==> config.mk <==
export PLATFORM = sky130hd
export DESIGN_NAME = fwd_hazard_ctrl
export DESIGN_NICKNAME = d
export VERILOG_FILES = /design/src/rtl/fwd_hazard_ctrl.sv
export SDC_FILE = /design/constraint.sdc
export NUM_CORES = 1
export LEC_CHECK = 0
export CAP_MARGIN = 30
export CORE_MARGIN = 8
export CORE_UTILIZATION = 30
export DETAILED_ROUTE_END_ITERATION = 12
export MAX_ROUTING_LAYER = met4
export PLACE_DENSITY = 0.51
export SYNTH_ARGS = -nofsm -noshare
export SYNTH_HDL_FRONTEND = slang
export SYNTH_SLANG_ARGS = --single-unit
==> constraint.sdc <==
create_clock -name clk -period 2.2 [get_ports clk]
set_input_delay 0.33 -clock clk [delete_from_list [all_inputs] [get_ports clk]]
set_output_delay 0.33 -clock clk [all_outputs]
set_load 0.005 [all_outputs]
==> src/rtl/fwd_hazard_ctrl.sv <==
// -----------------------------------------------------------------------------
// fwd_hazard_ctrl
//
// Forwarding and hazard controller for a 5-stage MIPS pipeline.
// - Keeps shadow copies of the destination and control fields for EX, MEM and
//   WB, so the datapath only supplies the decoded ID-stage fields.
// - Produces the operand-mux selects for the EX instruction:
//   00 = register file, 01 = writeback result, 1x = EX/MEM ALU result.
// - Detects load-use hazards. On a hazard it stalls the front end for one
//   cycle and inserts a bubble into EX.
//
// Ports
//   clk, rst_n                 clock (rising edge), async active-low reset
//   id_valid                   ID holds a real instruction
//   id_rs, id_rt               ID source register addresses
//   id_uses_rs, id_uses_rt     ID instruction actually reads rs / rt
//   id_rd                      ID final destination address
//   id_regwrite, id_memread    ID writes a register / is a load
//   flush                      kill the instruction entering EX
//   hold                       freeze the whole pipeline
//   fwd_a_sel, fwd_b_sel       operand A (rs) / B (rt) mux selects for EX
//   stall                      disable PC and IF/ID writes
//   bubble                     load a NOP into ID/EX
//   stall_count                saturating count of load-use stall cycles
// -----------------------------------------------------------------------------
module fwd_hazard_ctrl #(
  parameter int RA_W  = 5,
  parameter int CNT_W = 16
) (
  input  logic             clk,
  input  logic             rst_n,
  input  logic             id_valid,
  input  logic [RA_W-1:0]  id_rs,
  input  logic [RA_W-1:0]  id_rt,
  input  logic             id_uses_rs,
  input  logic             id_uses_rt,
  input  logic [RA_W-1:0]  id_rd,
  input  logic             id_regwrite,
  input  logic             id_memread,
  input  logic             flush,
  input  logic             hold,
  output logic [1:0]       fwd_a_sel,
  output logic [1:0]       fwd_b_sel,
  output logic             stall,
  output logic             bubble,
  output logic [CNT_W-1:0] stall_count
);

  logic            ex_valid;
  logic [RA_W-1:0] ex_rs;
  logic [RA_W-1:0] ex_rt;
  logic [RA_W-1:0] ex_rd;
  logic            ex_regwrite;
  logic            ex_memread;

  logic            mem_valid;
  logic [RA_W-1:0] mem_rd;
  logic            mem_regwrite;

  logic            wb_valid;
  logic [RA_W-1:0] wb_rd;
  logic            wb_regwrite;

  logic            lu;

  // MEM (newer) has priority over WB; $0 is never forwarded.
  function automatic logic [1:0] fwd_select(
    input logic            src_valid,
    input logic [RA_W-1:0] src,
    input logic            m_valid,
    input logic            m_regwrite,
    input logic [RA_W-1:0] m_rd,
    input logic            w_valid,
    input logic            w_regwrite,
    input logic [RA_W-1:0] w_rd
  );
    logic [1:0] sel;
    sel = 2'b00;
    if (src_valid) begin
      if (m_valid && m_regwrite && (m_rd != '0) && (m_rd == src))
        sel = 2'b10;
      else if (w_valid && w_regwrite && (w_rd != '0) && (w_rd == src))
        sel = 2'b01;
    end
    return sel;
  endfunction

  // Saturating increment for the stall statistics counter.
  function automatic logic [CNT_W-1:0] sat_inc(input logic [CNT_W-1:0] v);
    return (v == '1) ? v : v + CNT_W'(1);
  endfunction

  assign fwd_a_sel = fwd_select(ex_valid, ex_rs, mem_valid, mem_regwrite, mem_rd,
                                wb_valid, wb_regwrite, wb_rd);
  assign fwd_b_sel = fwd_select(ex_valid, ex_rt, mem_valid, mem_regwrite, mem_rd,
                                wb_valid, wb_regwrite, wb_rd);

  // A load in EX whose destination is read by the ID instruction.
  assign lu = id_valid && ex_valid && ex_memread && ex_regwrite && (ex_rd != '0) &&
              ((id_uses_rs && (id_rs == ex_rd)) || (id_uses_rt && (id_rt == ex_rd)));

  // hold freezes everything, so no bubble may be loaded while it is high;
  // flush kills the ID instruction, which makes a stall on it pointless.
  assign stall  = hold | (lu & ~flush);
  assign bubble = ~hold & (flush | lu);

  always_ff @(posedge clk or negedge rst_n) begin
    if (!rst_n) begin
      ex_valid     <= 1'b0;
      ex_rs        <= '0;
      ex_rt        <= '0;
      ex_rd        <= '0;
      ex_regwrite  <= 1'b0;
      ex_memread   <= 1'b0;
      mem_valid    <= 1'b0;
      mem_rd       <= '0;
      mem_regwrite <= 1'b0;
      wb_valid     <= 1'b0;
      wb_rd        <= '0;
      wb_regwrite  <= 1'b0;
      stall_count  <= '0;
    end else if (!hold) begin
      // MEM -> WB
      wb_valid     <= mem_valid;
      wb_rd        <= mem_rd;
      wb_regwrite  <= mem_regwrite;
      // EX -> MEM
      mem_valid    <= ex_valid;
      mem_rd       <= ex_rd;
      mem_regwrite <= ex_regwrite;
      // ID -> EX
      ex_valid     <= id_valid & ~bubble;
      ex_rs        <= id_rs;
      ex_rt        <= id_rt;
      ex_rd        <= id_rd;
      ex_regwrite  <= id_regwrite;
      ex_memread   <= id_memread;
      if (lu && !flush)
        stall_count <= sat_inc(stall_count);
    end
  end

endmodule

==> run_results.csv <==
group,metric,value,unit
run_status,status,"complete, but fails checks",
run_status,violations,"setup timing",
placed_design,portBuffers,45,
global_route,grt.total_usage,12.0,%
placed_design,place_ws,-523,ps
clock_tree,h-tree-depth,2,
worst_setup_path,critPathCaptureType,"output pin",
worst_setup_path,ff2ff_path_depth,6,
global_route,grt_pass1_vias,1965,
worst_setup_path,critPathTopFamily,"simple AND/OR/NAND/NOR gates",
global_route,antenna_found_initial,0,
route,drc,0,
sta,finClkSkew,3.76,ps
floorplanning,dieArea,0.0116,mm²
worst_setup_path,crit_path_top_delay_cell,"or4_4",
clock_tree,cts_made_buffers,5,
worst_setup_path,crit_top_cell,"buf_4",
worst_setup_path,cp_cell_sequence,"or4_4 > o211ai_1 > buf_4 > nor4_2 > buf_4 > and2_4 > buf_6",
sta,worstMarginPinSlew,526,ps
global_route,grt_max_degree,33,
worst_setup_path,critPathMaxStageDelay,530,ps
worst_setup_path,ff2ff_setup_slack,220,ps
synth,synthDistinctLibCells,35,
final_layout,fin_util,42.9,%
route,drt-total-wl,6.37,mm
synth,avgSynthCellArea,12.3,µm²
worst_setup_path,r2r-end,"stall_count[1]",
floorplanning,pin_count,46,
sta,fmax,0.424,GHz
clock_tree,cts_buffer_depth,2,
floorplanning,fp.dieW,108,µm
floorplanning,core-area,0.00822,mm²
route,num_vias,1849,
power,power_frac_clock,30.0,%
power,seq_power_share,47.7,%
sta,fin_crit,2360,ps
placed_design,dp_hpwl,4.83,mm
synth,synth-seq-area-share,47.5,%
route,first_iter_violations,38,
worst_setup_path,required,1870,ps
hold_path,worstHoldPathType,"primary input to async pin",
sta,drv_slew,0,
clock_tree,cts.sink_count,48,
flow_run,cap_viol_max_count,0,
floorplanning,initial_utilization,30.8,%
worst_setup_path,cp_data_arrival_time,2030,ps
power,swShare,27.1,%
synth,synth_nets,230,
synth,ys_seq_elements,48,
worst_setup_path,cp_max_fo,2,
power,comb_power_share,22.3,%
sta,rsz0062_at_grt,"true",
final_layout,layout_common_cells,"dfrtp_1, clkdlybuf4s50_1, buf_4",
power,ir_drop,0.253,mV
final_layout,multiInputGateArea,0.00136,mm²
clock_tree,path_clk_slew,90,ps
power,power,2.14,mW
sta,final-setup-viol-count,4,
final_layout,final_nets,313,
route,viasPerCell,4.69,
worst_setup_path,worstSetupPathType,"register to output pin",
worst_setup_path,reg2reg_from,"ex_rd[1]",
floorplanning,rows,33,
final_layout,drive_gt1_share,40.5,%
worst_setup_path,start_kind,"register",
sta,setup_ws,-159,ps
worst_setup_path,critPathBufInv,3,
placed_design,place_congestion,0.775,
sta,relSlewSlack,64.8,%
final_layout,fill_cells,815,
power,leakage,1.53,nW
power,netSwitchingPower,581,µW
synth,yosys_warnings,0,
route,drtPass1Iterations,4,
final_layout,mostFrequentLayoutCell,"dfrtp_1",
power,power_density,608,mW/mm²
synth,netlist_instances,205,
route,drt-wirelength-per-cell,16.2,µm
route,postRouteAntennaNets,0,
clock_tree,cts-root-buf,"clkbuf_8",
power,p_int,1.56,mW
final_layout,area_growth,39.4,%
global_route,gr-total-overflow,0,
synth,synthesis.area,0.00253,mm²
final_layout,diodes,0,
final_layout,seqCellArea,0.00120,mm²
sta,period_share,107,%
clock_tree,cts_tree,"yes",
global_route,grt_first_pass_wirelength,10.6,mm
clock_tree,clk_latency,300,ps
sta,hold_viol_final,0,
floorplanning,die_height,108,µm
worst register-to-register path: cells and delay by family (launching register included):
family	cells	cell delay [ps]
compound gates	1	170
simple gates	2	560
xor+xnor	1	170
mux	1	320
flops	1	430
buf+inv	1	230
cell families after synthesis:
kind of cell | after synthesis | share of synthesized area [%]
AND/OR/NAND/NOR | 61 | 16.4
flip-flops | 48 | 47.5
XOR/XNOR | 45 | 15.6
multiplexers | 32 | 14.4
buffers and inverters | 10 | 2.08
AO/OA/AOI/OAI | 8 | 3.61
adder cells (fa/ha/maj) | 1 | 0.494
synthesized netlist by cell type (all sizes together):
cell / number / area share [%]
a21oi: 2 / 0.54
and3: 3 / 0.84
a32oi: 1 / 0.64
clkbuf: 2 / 0.30
o211ai: 1 / 0.30
nor3: 15 / 4.9
mux2: 32 / 14
or4: 4 / 1.2
o2111ai: 1 / 0.35
xor2: 35 / 12
nand4: 8 / 2.0
nand2b: 1 / 0.25
and4: 2 / 0.84
o21bai: 1 / 0.30
nor2: 5 / 0.74
inv: 3 / 0.45
nor3b: 1 / 0.49
nand3: 8 / 1.6
a32o: 1 / 0.40
o41ai: 1 / 1.1
ha: 1 / 0.49
xnor2: 10 / 3.5
nand2: 5 / 1.0
dfrtp: 48 / 47
nor4: 6 / 1.7
and2: 3 / 0.74
buf: 5 / 1.3
stage by stage:
stage / TNS, ps / hold slack, ps / cell area (µm²) / cells
after floorplan: 0 / 34.4 / 2530 / 205
after global placement: -2020 / 218 / 3310 / 380
after detailed placement: -2330 / 216 / 3310 / 380
after CTS: -498 / 407 / 3500 / 393
after global routing: -921 / 428 / 3530 / 394
final: -428 / 412 / 3530 / 394
area by class of cell:
class                   instances  area share [%]
multi-input cells             147            38.6
well taps                     105            3.73
flip-flops and latches         48            34.1
inverters                       3           0.319
clock buffers                   6            2.06
repair buffers                 83            20.2
clock inverters                 2           0.994
state kept, by name, indices dropped and copies added, names as in the netlist:
| signal | cells |
|---|---|
| ex_regwrite | 1 |
| ex_valid | 1 |
| mem_regwrite | 1 |
| ex_rs | 5 |
| wb_valid | 1 |
| mem_rd | 5 |
| stall_count | 16 |
| ex_rd | 5 |
| mem_valid | 1 |
| ex_memread | 1 |
| wb_regwrite | 1 |
| wb_rd | 5 |
| ex_rt | 5 |
routing by layer:
layer | routed length [µm] | vias up | track usage, % | share of wire (%)
li1 | - | 894 | - | -
met1 | 3320 | 919 | 16.8 | 52
met2 | 2840 | 31 | 17.3 | 45
met3 | 110 | 5 | 1.56 | 1.7
met4 | 94 | 0 | 4.46 | 1.5
met5 | 0 | - | - | 0
timing repair:
action,in CTS,in global routing
setup endpoints to repair,6,6
hold endpoints to repair,9,0
hold buffers,1,0
pin swaps,13,5
setup buffers,4,1
resized for setup,40,4
power by group through the flow:
stage	registers [mW]	logic, mW	clock network (mW)
2_1_floorplan	1.05	0.205	0
3_3_place_gp	1.04	0.427	0
3_5_place_dp	1.04	0.432	0
4_1_cts	1.02	0.472	0.669
5_1_grt	1.03	0.524	0.692
6_report	1.02	0.478	0.642
worst max path at each step:
| stage | start | end | slack [ps] | cells after the start |
|---|---|---|---|---|
| after floorplan | mem_rd[1] | fwd_a_sel[0] | 350 | 4 |
| after global placement | id_rs[3] | bubble | -480 | 7 |
| after detailed placement | id_rs[3] | bubble | -520 | 7 |
| after CTS | mem_rd[3] | fwd_a_sel[1] | -150 | 7 |
| after global routing | mem_rd[3] | fwd_a_sel[1] | -250 | 7 |
| final | mem_rd[3] | fwd_a_sel[1] | -160 | 7 |
Power figures use the tool's default switching activity.
==> RTL edit 1 (config.mk and constraints unchanged) <==
Reset style: synchronous (`rst_n`), changed in one clocked block. Comments in the files are not updated.
--- a/src/rtl/fwd_hazard_ctrl.sv
+++ b/src/rtl/fwd_hazard_ctrl.sv
@@ -104,7 +104,7 @@
   assign stall  = hold | (lu & ~flush);
   assign bubble = ~hold & (flush | lu);
 
-  always_ff @(posedge clk or negedge rst_n) begin
+  always_ff @(posedge clk) begin
     if (!rst_n) begin
       ex_valid     <= 1'b0;
       ex_rs        <= '0;
Function: differs if rst_n is asserted again (counterexample within 4 cycles, from zero or initial values and one cycle with rst_n low); with rst_n held inactive, the same outputs for 10 cycles.
==> RTL edit 1 against the original RTL <==
The run still ends with setup timing left; sequential cell count is the same; worst setup slack gained 0.015 ns; worst hold slack improved by 0.020 ns; highest routed layer unchanged; final area shrank 3.3%; global-route usage grew 0.072 points; routed wire length is 3.0% higher; synthesized area fell by 2.9%; power shrank 22%.
==> RTL edit 1: results (changes against the original RTL) <==
----------------------------------------------------
[Run status]
  Status ... finished, violations left
  Failing checks ... setup timing

[Layout]
  FILL cells ... 869 (+6.6%)
  Proportion of layout cells with a drive suffix above 1 ... 19.9% (-21 points)
  Fin cells ... 451 (+14%)

[Setup path]
  R2r setup slk ... 0.14 ns (-0.08 ns)
  Worst setup path endpoint ... fwd_b_sel[1]
  Reg-to-reg critical path endpoint ... stall_count[14]$_SDFFE_PN0P_
  Startpoint of the lowest-slack register-to-register path ... ex_rd[1]$_SDFFE_PN0N_
  Cells on worst reg2reg path ... 7 (+1)

[Yosys]
  Commonest cells post-synth ... 48 x dfxtp_1, 37 x mux2i_1, 34 x nor2_1, 22 x xor2_1, 16 x nand2_1
  Distinct cell type count of the synthesized netlist ... 37 (+5.7%)
  Leading post-synthesis cells by cell area ... dfxtp_1 39%, mux2i_1 15%, xor2_1 7.8%, nor2_1 5.2%, or4_1 3.7%
  Post-synthesis mux area share ... 15.1% (+0.68 points)
  Xor-xnor portion of the synthesized cell area ... 10.7% (-4.9 points)
  Adder-cell share of the synthesized area ... 0.509% (+0.015 points)
  Mean area per synthesized cell ... 9.17 sq um (-26%)
  Sequential fraction of the synthesis area ... 39.1% (-8.4 points)
  Share of the synthesized area in compound gates (AO/OA/AOI/OAI) ... 8.10% (+4.5 points)
  Flip-flop cell with the highest count after synthesis ... dfxtp_1
  FFs w/ async S/R, synth ... 0% (-100 points)

[Place]
  Number of instances in the placed design ... 442 (+16%)
  Post-DP HPWL ... 4.93 mm (+1.9%)
  Worst slack at placement ... -0.478 ns (+0.0451 ns)
  Weighted congestion reported at the end of routability-driven placement ... 0.795 (+2.6%)
  Post-Place Cell Area ... 3270 sq um (-1.2%)

[Drt]
  Post-detailed-route via-to-cell ratio ... 4.85 (+3.4%)
  Final routed wirelength across all metal layers ... 6.55 mm (+3.0%)
  Starting DRC count in detailed routing ... 59 (+55%)

[Timing]
  Setup violation total in the final timing report ... 4 (unchanged)
  Total negative slack ... -0.384 ns (+0.0445 ns)
  Setup Skew ... 0.0137 ns (+0.00996 ns)
  Relative slew slack ... 63.6% (-1.2 points)
  Final WS setup ... -0.144 ns (+0.0146 ns)

[Global route]
  First-pass GRT wire length ... 10.9 mm (+1.9%)
  Overall track demand over capacity in global routing ... 12.1% (+0.072 points)
  Number of global-route vias before repair ... 2183 (+11%)

[Power]
  Static Leakage ... 1.43 nW (-6.5%)
  Internal portion of total power ... 1.24 mW (-21%)
  Worst VDD drop ... 0.208 mV (-18%)
  Power Dens Cells ... 489 nW/um^2 (-19%)

[Clock network]
  Buffers inserted during post-CTS setup optimization ... 2 (-2)

[Hold path]
  Min-delay worst type ... input port to flip-flop

----------------------------------------------------
-- RTL edit 1: changes by cell type after synthesis, moves of 8 or more --
cell and change:
nor3_2 -10, or4_1 +8, mux2_2 -31, dfxtp_1 +48, nor2_1 +29, dfrtp_1 -48
xor2_1 -13, nand2_1 +12, a21oi_1 +8, mux2i_1 +37
-- RTL edit 1: how the worst min path moves through the flow --
| stage | to | from | slack [ns] |
|---|---|---|---|
| finish | ex_rt[3]$_SDFFE_PN0N_ | id_rt[3] | 0.43 |
| global route | ex_rs[3]$_SDFFE_PN0N_ | id_rs[3] | 0.44 |
| CTS | ex_rt[3]$_SDFFE_PN0N_ | id_rt[3] | 0.43 |
| detailed placement | stall_count[9]$_SDFFE_PN0P_ | stall_count[9]$_SDFFE_PN0P_ | 0.47 |
| global placement | stall_count[9]$_SDFFE_PN0P_ | stall_count[9]$_SDFFE_PN0P_ | 0.47 |
| floorplan | ex_memread$_SDFFE_PN0N_ | ex_memread$_SDFFE_PN0N_ | 0.46 |
-- RTL edit 1: routing by layer --
layer  vias to the layer above  routed length (um)  GRT usage (%)
met2                        43                2930           18.9
met5                         -                   0              -
met4                         0                  72           3.52
li1                       1114                   -              -
met1                      1025                3320           15.3
met3                         6                 233           2.84
-- RTL edit 1: cell type report --
type                            count  area share (%)
Clock buffer                        6            2.13
Clock inverter                      1           0.147
Inverter                            3           0.330
Multi-Input combinational cell    204            44.0
Sequential cell                    48            28.3
Tap cell                          105            3.85
Timing Repair Buffer               84            21.2
-- RTL edit 1: power groups by stage --
stage	Clock [mW]	Sequential (mW)	Combinational [mW]
detailed placement	0	0.936	0.242
global route	0.553	0.920	0.270
global placement	0	0.935	0.240
floorplan	0	0.938	0.121
finish	0.504	0.916	0.247
CTS	0.529	0.916	0.248
==> RTL edit 2 (config.mk and constraints unchanged) <==
Without the edit above. `CNT_W`: 16 -> 32.
--- a/src/rtl/fwd_hazard_ctrl.sv
+++ b/src/rtl/fwd_hazard_ctrl.sv
@@ -25,7 +25,7 @@
 // -----------------------------------------------------------------------------
 module fwd_hazard_ctrl #(
   parameter int RA_W  = 5,
-  parameter int CNT_W = 16
+  parameter int CNT_W = 32
 ) (
   input  logic             clk,
   input  logic             rst_n,
Interface: changed (resized stall_count); port bits go from 46 to 62. The function was not compared with the original's and may differ.
==> RTL edit 2 against the original RTL <==
The flow finishes with violations (hold timing, setup timing); routed wire length grew 27%; critical path type unchanged; global-route usage is 0.059 points higher; largest power group unchanged; clock power up 56%; worst setup slack lost 0.029 ns; sequential cell count grew 16; power is 31% higher; final area is 35% higher; synthesized area increased by 24%; critical path depth stayed put; register-to-register slack got worse by 0.24 ns; maximum frequency shrank 1.2%.
==> RTL edit 2: results (changes against the original RTL) <==
----------------------------------------------------
[Setup path]
  First element of the critical path ... mem_rd[1]$_DFFE_PN0N_
  Worst setup path endpoint ... fwd_b_sel[1]
  Cells on worst reg2reg path ... 8 (+2)
  Data arrival time of the critical path ... 2.06 ns (+0.03 ns)
  Reg-to-reg critical path endpoint ... stall_count[16]$_DFFE_PN0P_
  R2r setup slk ... -0.02 ns (-0.24 ns)
  Startpoint of the lowest-slack register-to-register path ... ex_rd[2]$_DFFE_PN0N_

[Run status]
  Status ... finished, violations left
  Failing checks ... hold timing, setup timing

[Power]
  Static Leakage ... 2.03 nW (+33%)
  Worst VDD drop ... 0.269 mV (+6.4%)

[Yosys]
  Post-synthesis mux area share ... 11.5% (-2.9 points)
  Adder-cell share of the synthesized area ... 0.400% (-0.094 points)
  Leading post-synthesis cells by cell area ... dfrtp_1 51%, mux2_2 12%, xnor2_1 8.7%, xor2_1 8.4%, nand2_1 2.4%
  Sequential fraction of the synthesis area ... 51.2% (+3.7 points)
  Commonest cells post-synth ... 64 x dfrtp_1, 32 x mux2_2, 31 x xnor2_1, 30 x xor2_1, 20 x nand2_1
  Distinct cell type count of the synthesized netlist ... 31 (-11%)
  Synthesized net count ... 291 (+27%)

[Drt]
  Starting DRC count in detailed routing ... 92 (+140%)
  Final routed wirelength across all metal layers ... 8.08 mm (+27%)
  Drt first pass iters ... 6 (+2)
  Post-detailed-route via-to-cell ratio ... 4.59 (-2.2%)

[Place]
  Post-DP HPWL ... 5.90 mm (+22%)
  Number of instances in the placed design ... 506 (+33%)
  Port-buffer cells ... 61 (+36%)
  Post-Place Cell Area ... 4260 sq um (+29%)
  Weighted congestion reported at the end of routability-driven placement ... 0.810 (+4.5%)

[Layout]
  Proportion of layout cells with a drive suffix above 1 ... 37.2% (-3.3 points)
  FILL cells ... 959 (+18%)
  Fin cells ... 526 (+34%)
  Number of nets in the final layout ... 410 (+31%)
  Number of flip-flops in the largest register ... 32 (+16)

[Global route]
  Pin count of the biggest net entering global routing ... 65 (+97%)
  Number of global-route vias before repair ... 2485 (+26%)
  Overall track demand over capacity in global routing ... 12.1% (+0.059 points)

[Timing]
  Setup Skew ... 0.00984 ns (+0.00608 ns)
  Final WS setup ... -0.188 ns (-0.0290 ns)
  Number of failing hold endpoints at the final stage ... 5 (+5)
  Setup violation total in the final timing report ... 5 (+1)
  Worst hold slack across all endpoints ... -0.0141 ns (-0.427 ns)

[Clock network]
  Clock latency on the worst-skew pair ... 0.34 ns (+0.04 ns)
  Clock buffer count from CTS ... 9 (+4)

----------------------------------------------------
[RTL edit 2: changes by cell type after synthesis, moves of 3 or more]
cell	unedited run	this run
and2_1	3	6
and3_1	1	6
and4_1	0	3
dfrtp_1	48	64
nand2_1	4	20
nand3_1	8	15
nor2_1	5	9
nor3_2	10	0
nor4_1	5	9
xnor2_1	10	31
xor2_1	35	30
[RTL edit 2: cells by family after synthesis]
kind of cell	count (synthesis)
buf+inv	6
flops	64
xor+xnor	61
mux	32
compound gates	7
fa+ha+maj	1
simple gates	95
[RTL edit 2: per-stage QoR]
| step | setup TNS (ns) | hold slack, ns |
|---|---|---|
| 2_1_floorplan | 0 | 0.0344 |
| 3_3_place_gp | -14.36 | 0.374 |
| 3_5_place_dp | -15.55 | 0.381 |
| 4_1_cts | -1.29 | 0.00780 |
| 5_1_grt | -1.69 | 0.0146 |
| 6_report | -0.523 | -0.0141 |
[RTL edit 2: worst max-delay path, cell delays in order, from the launching register on]
cell	delay [ns]
dfrtp_1	0.38
or4_4	0.54
o211ai_1	0.22
buf_4	0.17
nor4_4	0.05
buf_4	0.14
and2_4	0.12
buf_6	0.10
[RTL edit 2: timing repair]
item | 4_1_cts | 5_1_grt
setup buffers | 3 | 2
gates resized for setup | 59 | 22
hold buffers | 0 | 0
pin swaps | 27 | 12
endpoints found under the setup margin | 34 | 38
[RTL edit 2: cell type report]
| type | count | area [sq um] | area share (%) |
|---|---|---|---|
| Multi-Input combinational cell | 196 | 1750 | 36.9 |
| Sequential cell | 64 | 1600 | 33.8 |
| Timing Repair Buffer | 113 | 1020 | 21.5 |
| Tap cell | 136 | 170 | 3.59 |
| Clock buffer | 11 | 141 | 2.98 |
| Clock inverter | 5 | 56.3 | 1.19 |
| Inverter | 1 | 3.75 | 0.0791 |
[RTL edit 2: power by group]
part	internal (mW)	leakage [nW]	switching [mW]	total, mW
Sequential	1.25	0.824	0.0683	1.32
Clock	0.552	0.0993	0.450	1.00
Combinational	0.269	1.11	0.207	0.476
Total	2.07	2.03	0.726	2.80
[RTL edit 2: per-layer routing]
layer	GRT usage [%]	vias up	routed length, um
li1	-	1175	-
met4	5.04	0	109
met2	17.3	48	3690
met1	16.1	1181	4030
met3	2.78	9	244
met5	-	-	0
